`src/rtl/multicycle_cpu.sv`:
```
// Multi-cycle 16-bit-instruction core over a DW-bit register file.
// External instruction/data memories via req/ready handshakes.
module multicycle_cpu #(
  parameter int DW   = 8,
  parameter int AW   = 8,
  parameter int NREG = 8
) (
  input  logic          clk,
  input  logic          reset,
  input  logic          enable,
  output logic          imem_req,
  output logic [AW-1:0] imem_addr,
  input  logic [15:0]   imem_rdata,
  input  logic          imem_ready,
  output logic          dmem_req,
  output logic          dmem_we,
  output logic [AW-1:0] dmem_addr,
  output logic [DW-1:0] dmem_wdata,
  input  logic [DW-1:0] dmem_rdata,
  input  logic          dmem_ready,
  output logic          halted,
  output logic [AW-1:0] pc_out
);

  typedef enum logic [2:0] {
    S_FETCH, S_DECODE, S_EXEC, S_MEM, S_WB, S_HALT
  } state_t;

  localparam logic [3:0] OP_ADD  = 4'h1;
  localparam logic [3:0] OP_SUB  = 4'h2;
  localparam logic [3:0] OP_AND  = 4'h3;
  localparam logic [3:0] OP_OR   = 4'h4;
  localparam logic [3:0] OP_ADDI = 4'h5;
  localparam logic [3:0] OP_LW   = 4'h6;
  localparam logic [3:0] OP_SW   = 4'h7;
  localparam logic [3:0] OP_BEQ  = 4'h8;
  localparam logic [3:0] OP_JMP  = 4'h9;
  localparam logic [3:0] OP_HALT = 4'hF;

  state_t state, state_nxt;

  logic [AW-1:0] pc;
  logic [15:0]   ir;
  logic [DW-1:0] a, b, d, res;
  logic [AW-1:0] addr;
  logic          fetching;
  logic [DW-1:0] regs [NREG];

  logic [3:0]    op;
  logic [2:0]    rd, rs, rt;
  logic [DW-1:0] imm_dw;
  logic [AW-1:0] imm_aw;
  logic [AW-1:0] a_aw;
  logic [DW-1:0] alu_out;
  logic          is_alu, is_mem, is_halt;

  assign op     = ir[15:12];
  assign rd     = ir[11:9];
  assign rs     = ir[8:6];
  assign rt     = ir[5:3];
  assign imm_dw = DW'($signed(ir[5:0]));
  assign imm_aw = AW'($signed(ir[5:0]));

  generate
    if (AW <= DW) begin : g_narrow
      assign a_aw = a[AW-1:0];
    end else begin : g_wide
      assign a_aw = {{(AW-DW){1'b0}}, a};
    end
  endgenerate

  assign is_alu  = (op >= OP_ADD) && (op <= OP_ADDI);
  assign is_mem  = (op == OP_LW) || (op == OP_SW);
  assign is_halt = (op == OP_HALT);

  always_comb begin
    unique case (op)
      OP_SUB:  alu_out = a - b;
      OP_AND:  alu_out = a & b;
      OP_OR:   alu_out = a | b;
      OP_ADDI: alu_out = a + imm_dw;
      default: alu_out = a + b;
    endcase
  end

  always_ff @(posedge clk or negedge reset) begin
    if (!reset) state <= S_FETCH;
    else        state <= state_nxt;
  end

  always_comb begin
    state_nxt = state;
    unique case (state)
      S_FETCH:  if (imem_req && imem_ready) state_nxt = S_DECODE;
      S_DECODE: state_nxt = S_EXEC;
      S_EXEC: begin
        unique case (1'b1)
          is_alu:  state_nxt = S_WB;
          is_mem:  state_nxt = S_MEM;
          is_halt: state_nxt = S_HALT;
          default: state_nxt = S_FETCH;
        endcase
      end
      S_MEM: if (dmem_ready)
        state_nxt = (op == OP_LW) ? S_WB : S_FETCH;
      S_WB:     state_nxt = S_FETCH;
      S_HALT:   state_nxt = S_HALT;
      default:  state_nxt = S_FETCH;
    endcase
  end

  // A started fetch stays requested even if enable drops.
  always_comb begin
    imem_req = 1'b0;
    dmem_req = 1'b0;
    dmem_we  = 1'b0;
    halted   = 1'b0;
    unique case (state)
      S_FETCH: imem_req = reset && (enable || fetching);
      S_MEM: begin
        dmem_req = 1'b1;
        dmem_we  = (op == OP_SW);
      end
      S_HALT:  halted = 1'b1;
      default: ;
    endcase
  end

  assign imem_addr  = pc;
  assign pc_out     = pc;
  assign dmem_addr  = addr;
  assign dmem_wdata = d;

  always_ff @(posedge clk or negedge reset) begin
    if (!reset) begin
      pc       <= '0;
      ir       <= '0;
      a        <= '0;
      b        <= '0;
      d        <= '0;
      res      <= '0;
      addr     <= '0;
      fetching <= 1'b0;
      for (int i = 0; i < NREG; i++) regs[i] <= '0;
    end else begin
      fetching <= (state == S_FETCH) && imem_req && !imem_ready;
      unique case (state)
        S_FETCH: if (imem_req && imem_ready) begin
          ir <= imem_rdata;
          pc <= pc + AW'(1);
        end
        S_DECODE: begin
          a <= regs[rs];
          b <= regs[rt];
          d <= regs[rd];
        end
        S_EXEC: begin
          if (is_alu) res <= alu_out;
          if (is_mem) addr <= a_aw + imm_aw;
          if (op == OP_BEQ && d == a) pc <= pc + imm_aw;
          if (op == OP_JMP) pc <= a_aw;
        end
        S_MEM: if (dmem_ready && op == OP_LW) res <= dmem_rdata;
        S_WB: if (rd != 3'd0) regs[rd] <= res;
        default: ;
      endcase
    end
  end

endmodule

```
`config.mk`:
```
export PLATFORM = sky130hd
export DESIGN_NAME = multicycle_cpu
export DESIGN_NICKNAME = d
export VERILOG_FILES = /design/src/rtl/multicycle_cpu.sv
export SDC_FILE = /design/constraint.sdc
export NUM_CORES = 1
export LEC_CHECK = 0
export CAP_MARGIN = 20
export CORE_ASPECT_RATIO = 1.1
export CORE_MARGIN = 3
export CORE_UTILIZATION = 60
export CTS_CLUSTER_DIAMETER = 30
export DETAILED_ROUTE_END_ITERATION = 12
export PLACE_DENSITY = 0.82
export SETUP_SLACK_MARGIN = 0.1
export SYNTH_ARGS = -nofsm -noshare
export SYNTH_HDL_FRONTEND = slang
export SYNTH_SLANG_ARGS = --single-unit
```
`constraint.sdc`:
```
create_clock -name clk -period 5.25 [get_ports clk]
set_input_delay 1.05 -clock clk [delete_from_list [all_inputs] [get_ports clk]]
set_output_delay 1.05 -clock clk [all_outputs]
set_load 0.03 [all_outputs]
```
==> run_summary.xml <==
<?xml version="1.0" encoding="UTF-8"?>
<metrics>
  <group name="timing">
    <metric name="setup_viol_count_final" unit="">0</metric>
    <metric name="skew" unit="ns">0.0103</metric>
    <metric name="setup_total_negative_slack" unit="ns">0</metric>
    <metric name="timing.final.hold_violations" unit="">0</metric>
    <metric name="grt_setup_unrepaired" unit="">no</metric>
    <metric name="worst_slew_pin_slew" unit="ns">1.04</metric>
    <metric name="timing.final.max_slew_violations" unit="">0</metric>
    <metric name="worst_slew_margin_rel" unit="%">30.5</metric>
    <metric name="timing.fmax" unit="MHz">269</metric>
    <metric name="layout_worst_path_cycle_share" unit="%">70.7</metric>
    <metric name="period_minus_slack" unit="ns">3.71</metric>
  </group>
  <group name="global_route">
    <metric name="grt_start_max_net_pins" unit="">82</metric>
    <metric name="grt_antenna_before_repair" unit="">0</metric>
    <metric name="overflow" unit="">0</metric>
    <metric name="globalRouteTotalUtil" unit="%">29.0</metric>
    <metric name="grt_pass1_vias" unit="">6498</metric>
    <metric name="grt_pass1_wl" unit="mm">34.5</metric>
  </group>
  <group name="cts">
    <metric name="clk_latency" unit="ns">0.43</metric>
    <metric name="clock_sink_count" unit="">132</metric>
    <metric name="cts_root_buffer" unit="">sky130_fd_sc_hd__clkbuf_16</metric>
    <metric name="tritoncts.num_buffers" unit="">17</metric>
    <metric name="cts_resized" unit="">0</metric>
    <metric name="cts_setup_buffers" unit="">0</metric>
    <metric name="clk_pin_slew" unit="ns">0.05</metric>
    <metric name="buffer_depth_of_the_longest_clock_path" unit="">2</metric>
    <metric name="cts_hold_buffers" unit="">0</metric>
    <metric name="cts_tree" unit="">yes</metric>
    <metric name="htreeDepth" unit="">4</metric>
  </group>
  <group name="critical_path">
    <metric name="cp.arrival" unit="ns">2.66</metric>
    <metric name="critical_path_peak_fanout" unit="">4</metric>
    <metric name="timing.critical_path.to_type" unit="">output port</metric>
    <metric name="r2r_cells" unit="">9</metric>
    <metric name="startpoint_type" unit="">input port</metric>
    <metric name="cp_data_required_time" unit="ns">4.20</metric>
    <metric name="worstReg2RegEnd" unit="">res[5]</metric>
    <metric name="timing.reg2reg.setup_slack" unit="ns">2.02</metric>
    <metric name="critical_path.reg2reg.startpoint" unit="">ir[15]</metric>
    <metric name="criticalPathCategory" unit="">in2out</metric>
    <metric name="cp-startpoint" unit="">enable</metric>
  </group>
  <group name="hold_path">
    <metric name="min_delay_path_depth" unit="">0</metric>
    <metric name="timing.hold.worst_endpoint" unit="">regs[59]</metric>
    <metric name="worstHoldStart" unit="">regs[59]</metric>
    <metric name="worst_hold_path_type" unit="">reg2reg</metric>
  </group>
  <group name="routing">
    <metric name="routedWlPerCell" unit="um">22.0</metric>
    <metric name="dr.pass1.iters" unit="">5</metric>
    <metric name="dr.first_iter.drc_count" unit="">605</metric>
    <metric name="antenna_left" unit="">0</metric>
    <metric name="route.final.wire_length" unit="mm">22.1</metric>
    <metric name="route.detailed.vias_per_inst" unit="">6.49</metric>
    <metric name="detailroute.via_count" unit="">6525</metric>
    <metric name="post_detailed_route_drc_marker_count" unit="">0</metric>
  </group>
  <group name="place">
    <metric name="io_buffers" unit="">64</metric>
    <metric name="dp_hpwl" unit="mm">15.3</metric>
    <metric name="place_congestion" unit="">0.961</metric>
  </group>
  <group name="finish">
    <metric name="layout_cells_sized_above_1" unit="%">21.9</metric>
    <metric name="sequential_cell_area" unit="um2">3300</metric>
    <metric name="multi_input_comb_area" unit="um2">4740</metric>
    <metric name="inserted_diodes" unit="">0</metric>
    <metric name="area_growth_syn_to_layout" unit="%">14.5</metric>
    <metric name="filler_cells" unit="">957</metric>
    <metric name="num-nets-final" unit="">866</metric>
  </group>
  <group name="synthesis">
    <metric name="seq_area_frac_synth" unit="%">39.2</metric>
    <metric name="synth-warning-count" unit="">0</metric>
    <metric name="async_flop_share" unit="%">100</metric>
    <metric name="synth.net_count" unit="">838</metric>
    <metric name="yosys.cell_types.count" unit="">68</metric>
    <metric name="syn_std_cell_area" unit="um2">8430</metric>
    <metric name="synth-main-ff-cell" unit="">sky130_fd_sc_hd__dfrtp_1</metric>
    <metric name="postSynthCellCount" unit="">781</metric>
    <metric name="ys_ff_latch" unit="">132</metric>
    <metric name="synth_enable_flop_cells" unit="">0</metric>
    <metric name="synth_area_per_cell" unit="um2">10.8</metric>
  </group>
  <group name="floorplanning">
    <metric name="core_area" unit="um2">13500</metric>
    <metric name="die_x" unit="um">119</metric>
    <metric name="initial_core_util" unit="%">62.5</metric>
    <metric name="fp.dieArea" unit="um2">15500</metric>
    <metric name="io_pins" unit="">65</metric>
    <metric name="placement_rows" unit="">44</metric>
    <metric name="die_y" unit="um">130</metric>
  </group>
  <group name="power">
    <metric name="worst_ir_drop_vdd" unit="uV">294</metric>
    <metric name="p_leak" unit="uW">0.00416</metric>
    <metric name="cellPowerDensity" unit="nW/um2">726</metric>
    <metric name="totalPowerFinal" unit="uW">7000</metric>
  </group>
  <group name="flow_run">
    <metric name="cap_viol_max_count" unit="">0</metric>
  </group>
  <group name="status">
    <metric name="outcome" unit="">completed</metric>
  </group>
</metrics>
==> kinds of logic (layout without fill, tap and decap cells) <==
family / after synthesis / after routing / synth area share, %
muxes: 147 / 147 / 24.3
xor gates and xnor gates: 28 / 28 / 2.91
buffers and inverters: 85 / 126 / 4.75
AOI/OAI and AO/OA: 169 / 169 / 13.3
and+or+nand+nor: 192 / 192 / 11.2
DFF: 132 / 132 / 39.2
adders and majority gates: 28 / 28 / 4.42
==> cells in the final DEF (no fill, tap or decap), drive strengths merged, types with 10 or more instances in the layout <==
cell	count
a21oi	53
a31oi	12
buf	10
clkbuf	19
clkdlybuf4s50	63
dfrtp	132
ha	25
inv	23
mux2	80
mux2i	29
mux4	38
nand2	52
nand3	12
nor2	62
nor3	17
o21ai	37
xnor2	14
xor2	14
==> routing by layer <==
metal | vias to the layer above | global-route usage [%] | wire length, um
met5 | - | 0 | 0
met4 | 0 | 9.95 | 491
met3 | 48 | 6.37 | 1530
met2 | 288 | 50.2 | 11200
met1 | 3250 | 36.6 | 8850
li1 | 2939 | - | -
==> report_power, final <==
group / switching (uW) / internal, uW / total, uW
clock network: 462 / 709 / 1170
registers: 786 / 1420 / 2210
logic: 1890 / 1730 / 3620
total: 3140 / 3860 / 7000
==> Yosys cell counts, drive strengths merged (12+ instances only) <==
master  count  area, um2
xor2       14        123
nor2       62        233
mux4       38        856
nand2      52        195
nor3       17       85.1
mux2i      29        290
a21oi      53        265
a31oi      12       90.1
xnor2      14        123
o21ai      37        196
buf        29        190
inv        21       78.8
nand3      12       60.1
dfrtp     132       3300
mux2       80        901
ha         25        313
clkbuf     35        131
==> per-stage QoR <==
stage / area (um2) / setup WS (ns) / cells / hold slack, ns / util [%]
after floorplan: 8430 / 2.39 / 781 / 0.458 / -
after global placement: 9040 / 1.59 / 972 / 0.396 / 67.0
after detailed placement: 9050 / 1.51 / 973 / 0.405 / 67.1
after CTS: 9620 / 1.51 / 1005 / 0.420 / 71.3
after global routing: 9650 / 1.41 / 1006 / 0.437 / 71.5
final: 9650 / 1.54 / 1006 / 0.425 / 71.5
==> cell type report <==
cell class              instances  share of cell area (%)
well taps                     184                    2.39
clock inverters                13                    1.37
inverters                      21                   0.817
repair buffers                 73                    7.52
flip-flops and latches        132                    34.2
clock buffers                  19                    4.59
multi-input cells             564                    49.1
==> sequential cells by signal, indices dropped and copies added (netlist names) <==
register,cells
regs,64
ir,16
a,8
b,8
dmem_addr,8
dmem_wdata,8
imem_addr,8
res,8
state,3
fetching,1
==> how the worst max path moves through the flow <==
| stage | to | cells after the start |
|---|---|---|
| after floorplan | imem_req | 2 |
| final | imem_req | 4 |
| after detailed placement | imem_req | 4 |
| after CTS | imem_req | 4 |
| after global routing | imem_req | 4 |
| after global placement | imem_req | 4 |
==> worst max-delay path, stage by stage <==
cell,delay [ns]
sky130_fd_sc_hd__clkdlybuf4s50_1,0.45
sky130_fd_sc_hd__o21ai_0,0.12
sky130_fd_sc_hd__nor4_2,0.29
sky130_fd_sc_hd__clkdlybuf4s50_1,0.75
(Power assumes the default switching activity.)
